===== src/rtl/nfc_ahb_slave_if.sv =====
// Purpose: AHB-Lite slave port plus NAND-core command and FIFO side-band signals of nfc_ahb_slave.
// Latency: none, this is wiring only; HCLK/HRESET are plain ports on the modules.
// Backpressure: HREADY from the slave; cmd_ready from the core; wf_empty/rf_full flags toward the core.
// slave modport:  view from nfc_ahb_slave.
// master modport: view from the bus master together with the NAND core.
interface nfc_ahb_slave_if;
    logic        HSEL;
    logic [31:0] HADDR;
    logic        HWRITE;
    logic [2:0]  HSIZE;
    logic [2:0]  HBURST;
    logic [3:0]  HPROT;
    logic [1:0]  HTRANS;
    logic        HMASTLOCK;
    logic [31:0] HWDATA;
    logic [31:0] HRDATA;
    logic        HREADY;
    logic        HRESP;
    logic        cmd_valid;
    logic [7:0]  cmd_opcode;
    logic [31:0] cmd_addr;
    logic        cmd_ready;
    logic        core_done;
    logic [31:0] wf_rdata;
    logic        wf_empty;
    logic        wf_pop;
    logic [31:0] rf_wdata;
    logic        rf_push;
    logic        rf_full;

    modport slave (
        input  HSEL, HADDR, HWRITE, HSIZE, HBURST, HPROT, HTRANS, HMASTLOCK, HWDATA,
        output HRDATA, HREADY, HRESP,
        output cmd_valid, cmd_opcode, cmd_addr,
        input  cmd_ready, core_done,
        output wf_rdata, wf_empty,
        input  wf_pop, rf_wdata, rf_push,
        output rf_full
    );

    modport master (
        output HSEL, HADDR, HWRITE, HSIZE, HBURST, HPROT, HTRANS, HMASTLOCK, HWDATA,
        input  HRDATA, HREADY, HRESP,
        input  cmd_valid, cmd_opcode, cmd_addr,
        output cmd_ready, core_done,
        input  wf_rdata, wf_empty,
        output wf_pop, rf_wdata, rf_push,
        input  rf_full
    );
endinterface


===== src/rtl/nfc_ahb_slave.sv =====
// Purpose: AHB-Lite register/FIFO front end of a NAND flash controller (CTRL, ADDR, STATUS, DATA).
// Latency: register accesses zero wait states; cmd_valid rises the cycle after a start write.
// Backpressure: HREADY low while DATA waits on a full write FIFO or an empty read FIFO (reads time out).
// Ports: HCLK/HRESET plain; bus (slave modport) carries AHB, command and core-side FIFO signals.

// Generic FIFO: head is visible combinationally; push+pop together always succeed.
module nfc_fifo #(
    parameter int W     = 32,
    parameter int DEPTH = 8
) (
    input  logic         clk,
    input  logic         rst,
    input  logic         push,
    input  logic [W-1:0] wdata,
    input  logic         pop,
    output logic [W-1:0] rdata,
    output logic         empty,
    output logic         full
);
    localparam int AW = $clog2(DEPTH);

    logic [W-1:0]  mem [DEPTH];
    logic [AW-1:0] wp, rp;
    logic [AW:0]   cnt;
    logic          do_push, do_pop;

    assign empty   = (cnt == '0);
    assign full    = (cnt == (AW+1)'(DEPTH));
    assign do_push = push & (~full | pop);
    assign do_pop  = pop & (~empty | push);
    // When empty, a same-cycle push flows straight to the popper.
    assign rdata   = empty ? wdata : mem[rp];

    always_ff @(posedge clk or posedge rst) begin
        if (rst) begin
            wp  <= '0;
            rp  <= '0;
            cnt <= '0;
        end else begin
            if (do_push) wp <= wp + 1'b1;
            if (do_pop)  rp <= rp + 1'b1;
            cnt <= cnt + {{AW{1'b0}}, do_push} - {{AW{1'b0}}, do_pop};
        end
    end

    always_ff @(posedge clk) begin
        if (do_push) mem[wp] <= wdata;
    end
endmodule

module nfc_ahb_slave #(
    parameter int FIFO_DEPTH = 8,
    parameter int RD_TIMEOUT = 16
) (
    input  logic           HCLK,
    input  logic           HRESET,
    nfc_ahb_slave_if.slave bus
);
    localparam int TW = $clog2(RD_TIMEOUT + 1);
    localparam logic [1:0] R_CTRL = 2'd0, R_ADDR = 2'd1, R_STAT = 2'd2, R_DATA = 2'd3;

    typedef enum logic [1:0] {IDLE, WAIT, ERR1, ERR2} state_t;
    state_t state, nstate, nstate_fsm;

    logic          dp_vld, dp_write;
    logic [1:0]    dp_reg;
    logic [TW-1:0] tmo_cnt;
    logic [7:0]    ctrl_op;
    logic [31:0]   addr_q, hrdata, rf_head, cmd_addr, wr_data;
    logic [7:0]    cmd_opcode;
    logic          busy, done, cmd_valid;
    logic          hready, hresp, complete;
    logic          ap, ap_err, busy_err, dp_data, wr_cmp;
    logic          wf_push, wf_full, rf_pop, rf_empty;
    logic          unused_ahb;

    assign unused_ahb = ^{bus.HBURST, bus.HPROT, bus.HMASTLOCK, bus.HADDR[31:8]};
    assign wr_data    = bus.HWDATA;

    assign ap       = bus.HSEL & bus.HTRANS[1] & hready;
    assign ap_err   = (bus.HSIZE != 3'b010) | (bus.HADDR[1:0] != 2'b00) | (bus.HADDR[7:4] != 4'h0);
    assign dp_data  = dp_vld & (dp_reg == R_DATA);
    // The start bit only exists on HWDATA, so this error is found in the data phase itself.
    assign busy_err = dp_vld & dp_write & (dp_reg == R_CTRL) & wr_data[8] & busy;

    always_comb begin
        nstate_fsm = state;
        hready     = 1'b1;
        hresp      = 1'b0;
        complete   = 1'b0;
        unique case (state)
            IDLE: begin
                if (dp_vld) begin
                    if (busy_err) begin
                        // First error cycle signalled from IDLE; ERR2 finishes the response.
                        hready     = 1'b0;
                        hresp      = 1'b1;
                        nstate_fsm = ERR2;
                    end else if (dp_data & ((dp_write & wf_full) | (~dp_write & rf_empty))) begin
                        hready     = 1'b0;
                        nstate_fsm = WAIT;
                    end else begin
                        complete = 1'b1;
                    end
                end
            end
            WAIT: begin
                if (dp_write ? ~wf_full : ~rf_empty) begin
                    complete   = 1'b1;
                    nstate_fsm = IDLE;
                end else begin
                    hready = 1'b0;
                    // The IDLE cycle was wait 1, so tmo_cnt+1 is the current wait number.
                    if (~dp_write && (tmo_cnt >= TW'(RD_TIMEOUT - 1))) nstate_fsm = ERR1;
                end
            end
            ERR1: begin
                hready     = 1'b0;
                hresp      = 1'b1;
                nstate_fsm = ERR2;
            end
            ERR2: begin
                hresp      = 1'b1;
                nstate_fsm = IDLE;
            end
            default: nstate_fsm = IDLE;
        endcase
    end

    // Size/alignment/range errors are known at the address phase and go straight to ERR1.
    assign nstate = (ap & ap_err) ? ERR1 : nstate_fsm;

    always_ff @(posedge HCLK or posedge HRESET) begin
        if (HRESET) begin
            state    <= IDLE;
            dp_vld   <= 1'b0;
            dp_write <= 1'b0;
            dp_reg   <= R_CTRL;
            tmo_cnt  <= '0;
        end else begin
            state <= nstate;
            if (hready) begin
                dp_vld <= ap & ~ap_err;
                if (ap) begin
                    dp_write <= bus.HWRITE;
                    dp_reg   <= bus.HADDR[3:2];
                end
            end
            if (nstate == WAIT && ~dp_write)
                tmo_cnt <= (state == WAIT) ? tmo_cnt + 1'b1 : TW'(1);
            else
                tmo_cnt <= '0;
        end
    end

    assign wr_cmp  = complete & dp_write;
    assign wf_push = wr_cmp & (dp_reg == R_DATA);
    assign rf_pop  = complete & ~dp_write & (dp_reg == R_DATA);

    always_ff @(posedge HCLK or posedge HRESET) begin
        if (HRESET) begin
            ctrl_op    <= '0;
            addr_q     <= '0;
            busy       <= 1'b0;
            done       <= 1'b0;
            cmd_valid  <= 1'b0;
            cmd_opcode <= '0;
            cmd_addr   <= '0;
        end else begin
            if (cmd_valid & bus.cmd_ready) cmd_valid <= 1'b0;
            if (bus.core_done) busy <= 1'b0;
            if (wr_cmp && dp_reg == R_STAT && wr_data[1]) done <= 1'b0;
            if (bus.core_done) done <= 1'b1;   // completion beats a same-cycle W1C
            if (wr_cmp && dp_reg == R_ADDR) addr_q <= wr_data;
            if (wr_cmp && dp_reg == R_CTRL) begin
                ctrl_op <= wr_data[7:0];
                if (wr_data[8]) begin
                    busy       <= 1'b1;
                    cmd_valid  <= 1'b1;
                    cmd_opcode <= wr_data[7:0];
                    cmd_addr   <= addr_q;
                end
            end
        end
    end

    nfc_fifo #(.W(32), .DEPTH(FIFO_DEPTH)) u_wf (
        .clk(HCLK), .rst(HRESET), .push(wf_push), .wdata(wr_data), .pop(bus.wf_pop),
        .rdata(bus.wf_rdata), .empty(bus.wf_empty), .full(wf_full)
    );

    nfc_fifo #(.W(32), .DEPTH(FIFO_DEPTH)) u_rf (
        .clk(HCLK), .rst(HRESET), .push(bus.rf_push), .wdata(bus.rf_wdata), .pop(rf_pop),
        .rdata(rf_head), .empty(rf_empty), .full(bus.rf_full)
    );

    always_comb begin
        hrdata = '0;
        if (dp_vld & ~dp_write & ~hresp) begin
            unique case (dp_reg)
                R_CTRL:  hrdata = {24'h0, ctrl_op};
                R_ADDR:  hrdata = addr_q;
                R_STAT:  hrdata = {28'h0, wf_full, rf_empty, done, busy};
                default: hrdata = rf_head;
            endcase
        end
    end

    assign bus.HREADY     = hready;
    assign bus.HRESP      = hresp;
    assign bus.HRDATA     = hrdata;
    assign bus.cmd_valid  = cmd_valid;
    assign bus.cmd_opcode = cmd_opcode;
    assign bus.cmd_addr   = cmd_addr;
endmodule

===== src/flat_wrapper.sv =====
// flat-port wrapper written by rule: the top's interface ports become plain ports
module nfc_ahb_slave_flat 
#(
    parameter int FIFO_DEPTH = 8,
    parameter int RD_TIMEOUT = 16
)
  (HCLK, HRESET, bus_HSEL, bus_HADDR, bus_HWRITE, bus_HSIZE, bus_HBURST, bus_HPROT, bus_HTRANS, bus_HMASTLOCK, bus_HWDATA, bus_HRDATA, bus_HREADY, bus_HRESP, bus_cmd_valid, bus_cmd_opcode, bus_cmd_addr, bus_cmd_ready, bus_core_done, bus_wf_rdata, bus_wf_empty, bus_wf_pop, bus_rf_wdata, bus_rf_push, bus_rf_full);
  nfc_ahb_slave_if bus_i ();
  input  logic HCLK;
  input  logic HRESET;
  input wire logic [$bits(bus_i.HSEL)-1:0] bus_HSEL;
  input wire logic [$bits(bus_i.HADDR)-1:0] bus_HADDR;
  input wire logic [$bits(bus_i.HWRITE)-1:0] bus_HWRITE;
  input wire logic [$bits(bus_i.HSIZE)-1:0] bus_HSIZE;
  input wire logic [$bits(bus_i.HBURST)-1:0] bus_HBURST;
  input wire logic [$bits(bus_i.HPROT)-1:0] bus_HPROT;
  input wire logic [$bits(bus_i.HTRANS)-1:0] bus_HTRANS;
  input wire logic [$bits(bus_i.HMASTLOCK)-1:0] bus_HMASTLOCK;
  input wire logic [$bits(bus_i.HWDATA)-1:0] bus_HWDATA;
  output wire logic [$bits(bus_i.HRDATA)-1:0] bus_HRDATA;
  output wire logic [$bits(bus_i.HREADY)-1:0] bus_HREADY;
  output wire logic [$bits(bus_i.HRESP)-1:0] bus_HRESP;
  output wire logic [$bits(bus_i.cmd_valid)-1:0] bus_cmd_valid;
  output wire logic [$bits(bus_i.cmd_opcode)-1:0] bus_cmd_opcode;
  output wire logic [$bits(bus_i.cmd_addr)-1:0] bus_cmd_addr;
  input wire logic [$bits(bus_i.cmd_ready)-1:0] bus_cmd_ready;
  input wire logic [$bits(bus_i.core_done)-1:0] bus_core_done;
  output wire logic [$bits(bus_i.wf_rdata)-1:0] bus_wf_rdata;
  output wire logic [$bits(bus_i.wf_empty)-1:0] bus_wf_empty;
  input wire logic [$bits(bus_i.wf_pop)-1:0] bus_wf_pop;
  input wire logic [$bits(bus_i.rf_wdata)-1:0] bus_rf_wdata;
  input wire logic [$bits(bus_i.rf_push)-1:0] bus_rf_push;
  output wire logic [$bits(bus_i.rf_full)-1:0] bus_rf_full;
  assign bus_i.HSEL = bus_HSEL;
  assign bus_i.HADDR = bus_HADDR;
  assign bus_i.HWRITE = bus_HWRITE;
  assign bus_i.HSIZE = bus_HSIZE;
  assign bus_i.HBURST = bus_HBURST;
  assign bus_i.HPROT = bus_HPROT;
  assign bus_i.HTRANS = bus_HTRANS;
  assign bus_i.HMASTLOCK = bus_HMASTLOCK;
  assign bus_i.HWDATA = bus_HWDATA;
  assign bus_HRDATA = bus_i.HRDATA;
  assign bus_HREADY = bus_i.HREADY;
  assign bus_HRESP = bus_i.HRESP;
  assign bus_cmd_valid = bus_i.cmd_valid;
  assign bus_cmd_opcode = bus_i.cmd_opcode;
  assign bus_cmd_addr = bus_i.cmd_addr;
  assign bus_i.cmd_ready = bus_cmd_ready;
  assign bus_i.core_done = bus_core_done;
  assign bus_wf_rdata = bus_i.wf_rdata;
  assign bus_wf_empty = bus_i.wf_empty;
  assign bus_i.wf_pop = bus_wf_pop;
  assign bus_i.rf_wdata = bus_rf_wdata;
  assign bus_i.rf_push = bus_rf_push;
  assign bus_rf_full = bus_i.rf_full;
  nfc_ahb_slave #(.FIFO_DEPTH(FIFO_DEPTH), .RD_TIMEOUT(RD_TIMEOUT)) u_core (.HCLK(HCLK), .HRESET(HRESET), .bus(bus_i));
endmodule

===== config.mk =====
export PLATFORM = sky130hd
export DESIGN_NAME = nfc_ahb_slave_flat
export DESIGN_NICKNAME = d
export VERILOG_FILES = /design/src/rtl/nfc_ahb_slave_if.sv /design/src/rtl/nfc_ahb_slave.sv /design/src/flat_wrapper.sv
export SDC_FILE = /design/constraint.sdc
export NUM_CORES = 1
export LEC_CHECK = 0
export ABC_AREA = 1
export ABC_CLOCK_PERIOD_IN_PS = 7500
export CORE_ASPECT_RATIO = 1.25
export CORE_MARGIN = 3
export CORE_UTILIZATION = 30
export CTS_CLUSTER_SIZE = 10
export DETAILED_ROUTE_END_ITERATION = 6
export PLACE_DENSITY = 0.58
export SLEW_MARGIN = 20
export SYNTH_ARGS = -nofsm -noshare
export SYNTH_HDL_FRONTEND = slang
export SYNTH_HIERARCHICAL = 1
export SYNTH_SLANG_ARGS = --single-unit

===== constraint.sdc =====
create_clock -name HCLK -period 7.5 [get_ports HCLK]
set_input_delay 1.5 -clock HCLK [delete_from_list [all_inputs] [get_ports HCLK]]
set_output_delay 1.5 -clock HCLK [all_outputs]
set_load 0.1 [all_outputs]

==> results.ini, run 1 <==
[cts]
htreeDepth = 3
clk_latency_ps = 620
cts_root_buffer = clkbuf_16
cts_setup_buffers = 0
cts_made_buffers = 74
clockBufferDepth = 3
clk_pin_slew_ps = 60
cts_tree = built
cts_resized = 0
cts.sinks = 626
postCtsHoldBufs = 0

[worst_setup_path]
reg2reg_to = u_core/u_wf/mem[5][24]$_DFFE_PP_
cp.arrival_ps = 4840
critPathMaxStageDelay_ps = 1150
critPathCapture = bus_wf_rdata[25]
critPathMaxFanout = 77
worstPathRequired_ps = 6000
rrSetupSlack_ps = 2370
path_delay_family = buffers and inverters
crit_chain = clkinv_2 -> buf_12 -> nand2_1 -> nand3_1 -> nand3_1 -> nand3_1 -> nand2_1 -> clkdlybuf4s50_1
crit_start = u_core/u_wf/rp[0]$_DFFE_PP0P_
critPathCaptureType = primary output
crit_top_cell = nand3_1
cp-start-kind = register
crit_slowest_cell = clkdlybuf4s50_1
rr_startpoint = u_core/u_rf/cnt[2]$_DFF_PP0_
crit_type = register to primary output
cp_num_buf_inv = 3
cp.depth = 8
reg2reg_depth = 17

[finish]
final_cell_mix = 1057 x nand2_1, 512 x edfxtp_1, 441 x inv_1
nNetsFinal = 3208
stdcell_area_sq_um = 33500
layout_commonest_cell = nand2_1
multi_input_area_sq_um = 7600
seq_area_sq_um = 18200
n_fill_cell = 9188
top_regs = u_core/u_rf/mem x256, u_core/u_wf/mem x256
drive_gt1_frac = 0.0571
syn_to_final_growth_pct = 18.6

[sta]
relSlewSlack = 0.215
layout_min_cycle_time_ps = 6340
max_freq_mhz = 158
worst_pin_slew_ps = 1170
hold_viol = 0
setup-tns-final_ps = 0
rsz0062_at_grt = false
setup_viol = 0
maxSlewViolCount = 0
period_share = 0.845
setup_slack_ps = 1160
skew_ps = 31.4
hold_slack_ps = 471

[logic_synthesis]
yosysTopAreaCell = edfxtp_1
ys_seq_elements = 626
synthTopCellsByArea = edfxtp_1 54%, nand2_1 14%, dfrtp_1 10%
synth_area_per_cell_sq_um = 9.68
synth-compound-area-share = 0.0102
yosysTopAreaCellShare = 0.545
synthCells = 2916
synthDistinctLibCells = 37
synthAdderAreaFrac = 0.00940
synth_top_family_by_area = simple AND/OR/NAND/NOR gates
synth_mux_area_frac = 0
synthesis.area_sq_um = 28200
syn_nets = 3053
synth_xor_area_frac = 0.00186
synthSimpleGateAreaFrac = 0.243
synth_warnings = 6
ys_seq_area_frac = 0.646

[detailed_routing]
dr.pass1.iters = 5
remaining_drc_errors = 0
post_drt_via_cell_ratio = 4.70
drt_iter0_drc = 1688
post_drt_wl_per_cell_um = 18.9
vias = 20356
postRouteAntennaNets = 0
wl_um = 81900

[place]
preCtsSetupSlack_ps = 1820
dpl.hpwl_um = 48400
portBuffers = 192
routabilityCongestion = 0.757
place_area_sq_um = 31300

[global_route]
grt.overflow.total = 0
grt_pass1_wl_um = 121000
grt_pass1_vias = 19205
grt_antenna_before_repair = 7
grt_max_degree = 78
groute.usage.overall = 0.165

[min_path]
holdCritPathClass = register to register

[power_and_ir_drop]
seqPwrFrac = 0.330
leakagePower_nw = 14.4
p_per_area_nw_per_um2 = 408
combPwrFrac = 0.432
p_total_mw = 13.7
p_int_mw = 7.50
clockPowerShare = 0.238
p_sw_mw = 6.16
ir_drop_mv = 0.208
switching_share = 0.451

[outcome]
status = finished clean

[die]
dieHeight_um = 349
rows = 125
start_util = 0.303
coreArea_sq_um = 93100
ios = 226
die_area_sq_um = 97800
die_w_um = 280

[run]
maxCapViolCount = 0

tightest hold or removal path, stage by stage, from the launching register on:
cell	delay, ps
dfrtp_1	340
nand2_1	50
nand2_1	50
power groups by stage:
stage                     Clock, mW  Combinational (mW)  Sequential, mW
final                          3.25                5.90            4.50
after global routing           3.49                6.38            4.55
after CTS                      3.34                5.95            4.50
after detailed placement          0                5.94            4.57
after global placement            0                5.89            4.56
after floorplan                   0                4.10            4.75
routing by layer:
| layer | wire (um) | GRT usage |
|---|---|---|
| met5 | 57 | 0 |
| met4 | 1760 | 0.0474 |
| met3 | 5350 | 0.0341 |
| met2 | 39700 | 0.279 |
| met1 | 35000 | 0.214 |
layout make-up:
cell class / count / share of cell area
diodes: 2 / 0.000149
clock buffers: 116 / 0.0619
clock inverters: 8 / 0.00280
inverters: 453 / 0.0510
multi-input cells: 1683 / 0.227
flip-flops and latches: 626 / 0.545
well taps: 1206 / 0.0451
repair buffers: 233 / 0.0672
logic make-up after synthesis:
family          after synthesis
fa+ha+maj                    20
compound gates               52
simple gates               1605
buf+inv                     607
xor+xnor                      6
flops                       626
Yosys cell counts:
| cell | n |
|---|---|
| nand2_1 | 1057 |
| edfxtp_1 | 512 |
| inv_1 | 446 |
| nand3_1 | 407 |
| dfrtp_1 | 114 |
| buf_2 | 87 |
| nand4_1 | 82 |
| nor2_1 | 31 |
| a21oi_1 | 27 |
| buf_1 | 25 |
| clkbuf_1 | 18 |
| ha_1 | 18 |
| o21ai_0 | 15 |
| buf_4 | 13 |
| buf_6 | 10 |
| nor3_1 | 8 |
| inv_2 | 7 |
| o211ai_1 | 6 |
| xnor2_1 | 4 |
| nand3_2 | 3 |
| or2_2 | 3 |
| fa_1 | 2 |
| nand2_2 | 2 |
| nand2_4 | 2 |
| nand3b_1 | 2 |
| nor3b_1 | 2 |
| o21ai_2 | 2 |
| xor2_1 | 2 |
| buf_8 | 1 |
| nand3b_4 | 1 |
| nor2_2 | 1 |
| nor2_4 | 1 |
| nor2_8 | 1 |
| nor3_4 | 1 |
| o2111ai_1 | 1 |
| o21bai_1 | 1 |
| or3_1 | 1 |
per-stage QoR:
step,utilization,std cells
2_1_floorplan,-,2916
5_1_grt,0.360,4325
3_5_place_dp,0.336,4201
6_report,0.360,4327
4_1_cts,0.360,4325
3_3_place_gp,0.336,4201
worst min path at each step:
stage,startpoint,endpoint,cells after the start,slack [ps]
2_1_floorplan,u_core/done$_DFFE_PP0P_,u_core/done$_DFFE_PP0P_,2,440
3_3_place_gp,u_core/done$_DFFE_PP0P_,u_core/done$_DFFE_PP0P_,2,450
3_5_place_dp,u_core/ctrl_op[6]$_DFFE_PP0P_,u_core/ctrl_op[6]$_DFFE_PP0P_,2,460
4_1_cts,u_core/bus.cmd_addr[27]$_DFFE_PP0P_,u_core/bus.cmd_addr[27]$_DFFE_PP0P_,2,470
5_1_grt,u_core/ctrl_op[6]$_DFFE_PP0P_,u_core/ctrl_op[6]$_DFFE_PP0P_,2,490
6_report,u_core/ctrl_op[6]$_DFFE_PP0P_,u_core/ctrl_op[6]$_DFFE_PP0P_,2,470
No activity file was read; power rests on OpenSTA's default activity.
==> run 2: changes to the inputs <==
ABC_CLOCK_PERIOD_IN_PS = 5050   (was 7500)
PLACE_DENSITY = 0.59   (was 0.58)
clock period = 5.05 ns   (was 7.5 ns; I/O delays follow)
==> run 2 against run 1 <==
Against the previous run:
- clock power is 50% higher
- sequential power is 48% higher
- register-to-register slack worse by 810 ps
- non-clock buffer count is 8 higher
- final cell count is 0.14% higher
- clock skew is 9.9 ps lower
- die area stayed put
- first-iteration DRC count is 5.2% higher
- setup slack worse by 550 ps
- design area is 0.75% higher
- sequential share of layout area is 0.40 points lower
- largest cell class unchanged
==> results.ini, run 2 (same netlist as run 1, synthesis figures left out) <==
[outcome]
status = finished clean

[sta]
setup_slack_ps = 610
setup-tns-final_ps = 0
maxSlewViolCount = 0
skew_ps = 21.5
layout_min_cycle_time_ps = 4440
worst_pin_slew_ps = 1080
period_share = 0.879
max_freq_mhz = 225
rsz0062_at_grt = false
relSlewSlack = 0.275
hold_viol = 0
setup_viol = 0

[cts]
clk_pin_slew_ps = 60
cts_resized = 0
cts_made_buffers = 74
postCtsHoldBufs = 0
clk_latency_ps = 610
cts.sinks = 626
htreeDepth = 3
cts_root_buffer = clkbuf_16
clockBufferDepth = 3
cts_setup_buffers = 0
cts_tree = built

[run]
maxCapViolCount = 0

[global_route]
grt_pass1_vias = 19356
grt_max_degree = 130
grt_pass1_wl_um = 119000
grt_antenna_before_repair = 13
grt.overflow.total = 0
groute.usage.overall = 0.161

[detailed_routing]
dr.pass1.iters = 6
drt_iter0_drc = 1775
postRouteAntennaNets = 0
remaining_drc_errors = 0
vias = 20232
post_drt_wl_per_cell_um = 18.4
wl_um = 79900
post_drt_via_cell_ratio = 4.67

[place]
portBuffers = 192
place_area_sq_um = 31500
preCtsSetupSlack_ps = 962
dpl.hpwl_um = 48000
routabilityCongestion = 0.770
dpl.cell_count = 4209

[die]
rows = 125
die_w_um = 280
start_util = 0.303
die_area_sq_um = 97800
coreArea_sq_um = 93100
ios = 226
dieHeight_um = 349

[finish]
stdcell_area_sq_um = 33700
syn_to_final_growth_pct = 19.5
layout_commonest_cell = nand2_1
drive_gt1_frac = 0.0804
nNetsFinal = 3216
final_cell_mix = 1057 x nand2_1, 512 x edfxtp_1, 443 x inv_1
n_fill_cell = 9085
stdcell_count = 4333
top_regs = u_core/u_rf/mem x256, u_core/u_wf/mem x256

[power_and_ir_drop]
p_sw_mw = 9.12
ir_drop_mv = 0.331
p_int_mw = 11.1
clockPowerShare = 0.240
leakagePower_nw = 14.6
switching_share = 0.450
p_per_area_nw_per_um2 = 601
seqPwrFrac = 0.328
combPwrFrac = 0.432

[worst_setup_path]
cp.arrival_ps = 3430
worstPathRequired_ps = 4040
crit_top_cell = nand3_1
critPathCaptureType = primary output
crit_type = register to primary output
crit_slowest_cell = dfrtp_2
critPathMaxFanout = 47
critPathMaxStageDelay_ps = 750
cp-start-kind = register
crit_chain = clkinv_2 -> buf_12 -> nand3_1 -> nand3_1 -> nand3_1 -> nand2_1 -> nand2_1 -> nand3_1 -> nand2_1 -> inv_1 -> buf_4

[min_path]
holdCritPathClass = register to register

[run 2: critical path, delay by kind of cell, from the launching register on]
kind	cells	cell delay, ps
buffers and inverters	4	1190
AND/OR/NAND/NOR	7	810
flip-flops	1	750
[run 2: metrics by stage]
stage	hold WS, ps	util	total power [mW]
after detailed placement	460	0.339	15.5
after global routing	485	0.362	21.4
final	471	0.362	20.3
after floorplan	437	-	13.1
after global placement	457	0.339	15.4
after CTS	473	0.362	20.4
[run 2: worst paths after layout]
check | startpoint | to | slack [ps] | cells after the start
max | u_core/u_rf/rp[1]$_DFFE_PP0P_ | bus_HRDATA[5] | 610 | 11
min | u_core/ctrl_op[2]$_DFFE_PP0P_ | u_core/ctrl_op[2]$_DFFE_PP0P_ | 470 | 2
max reg2reg | u_core/u_rf/cnt[2]$_DFF_PP0_ | u_core/u_rf/mem[6][27]$_DFFE_PP_ | 1560 | 16
min reg2reg | u_core/ctrl_op[2]$_DFFE_PP0P_ | u_core/ctrl_op[2]$_DFFE_PP0P_ | 470 | 2
max in group asynchronous | HRESET | u_core/bus.cmd_addr[24]$_DFFE_PP0P_ | 3130 | 3
min in group asynchronous | HRESET | u_core/u_rf/rp[2]$_DFFE_PP0P_ | 970 | 2
[run 2: final cells by class]
cell class	instances	area (sq um)	area share
Tap cell	1206	1510	0.0447
Timing Repair Buffer	241	2480	0.0737
Antenna cell	4	10.0	0.000297
Sequential cell	626	18200	0.541
Inverter	453	1710	0.0506
Clock buffer	113	2100	0.0624
Multi-Input combinational cell	1683	7600	0.225
Clock inverter	7	72.6	0.00215
[run 2: metal layers]
| layer | track usage | part of all wire | wire length [um] | up-vias |
|---|---|---|---|---|
| met2 | 0.269 | 0.48 | 38400 | 708 |
| met5 | 0 | 0.0012 | 98 | - |
| met3 | 0.0377 | 0.082 | 6540 | 145 |
| li1 | - | - | - | 9741 |
| met1 | 0.207 | 0.41 | 33100 | 9624 |
| met4 | 0.0496 | 0.023 | 1860 | 14 |
[run 2: power by group through the flow]
stage          clock (mW)  sequential, mW  combinational (mW)
3_3_place_gp            0            6.73                8.71
5_1_grt              5.19            6.71                9.46
4_1_cts              4.98            6.65                8.80
2_1_floorplan           0            7.05                6.09
3_5_place_dp            0            6.75                8.79
6_report             4.86            6.65                8.75
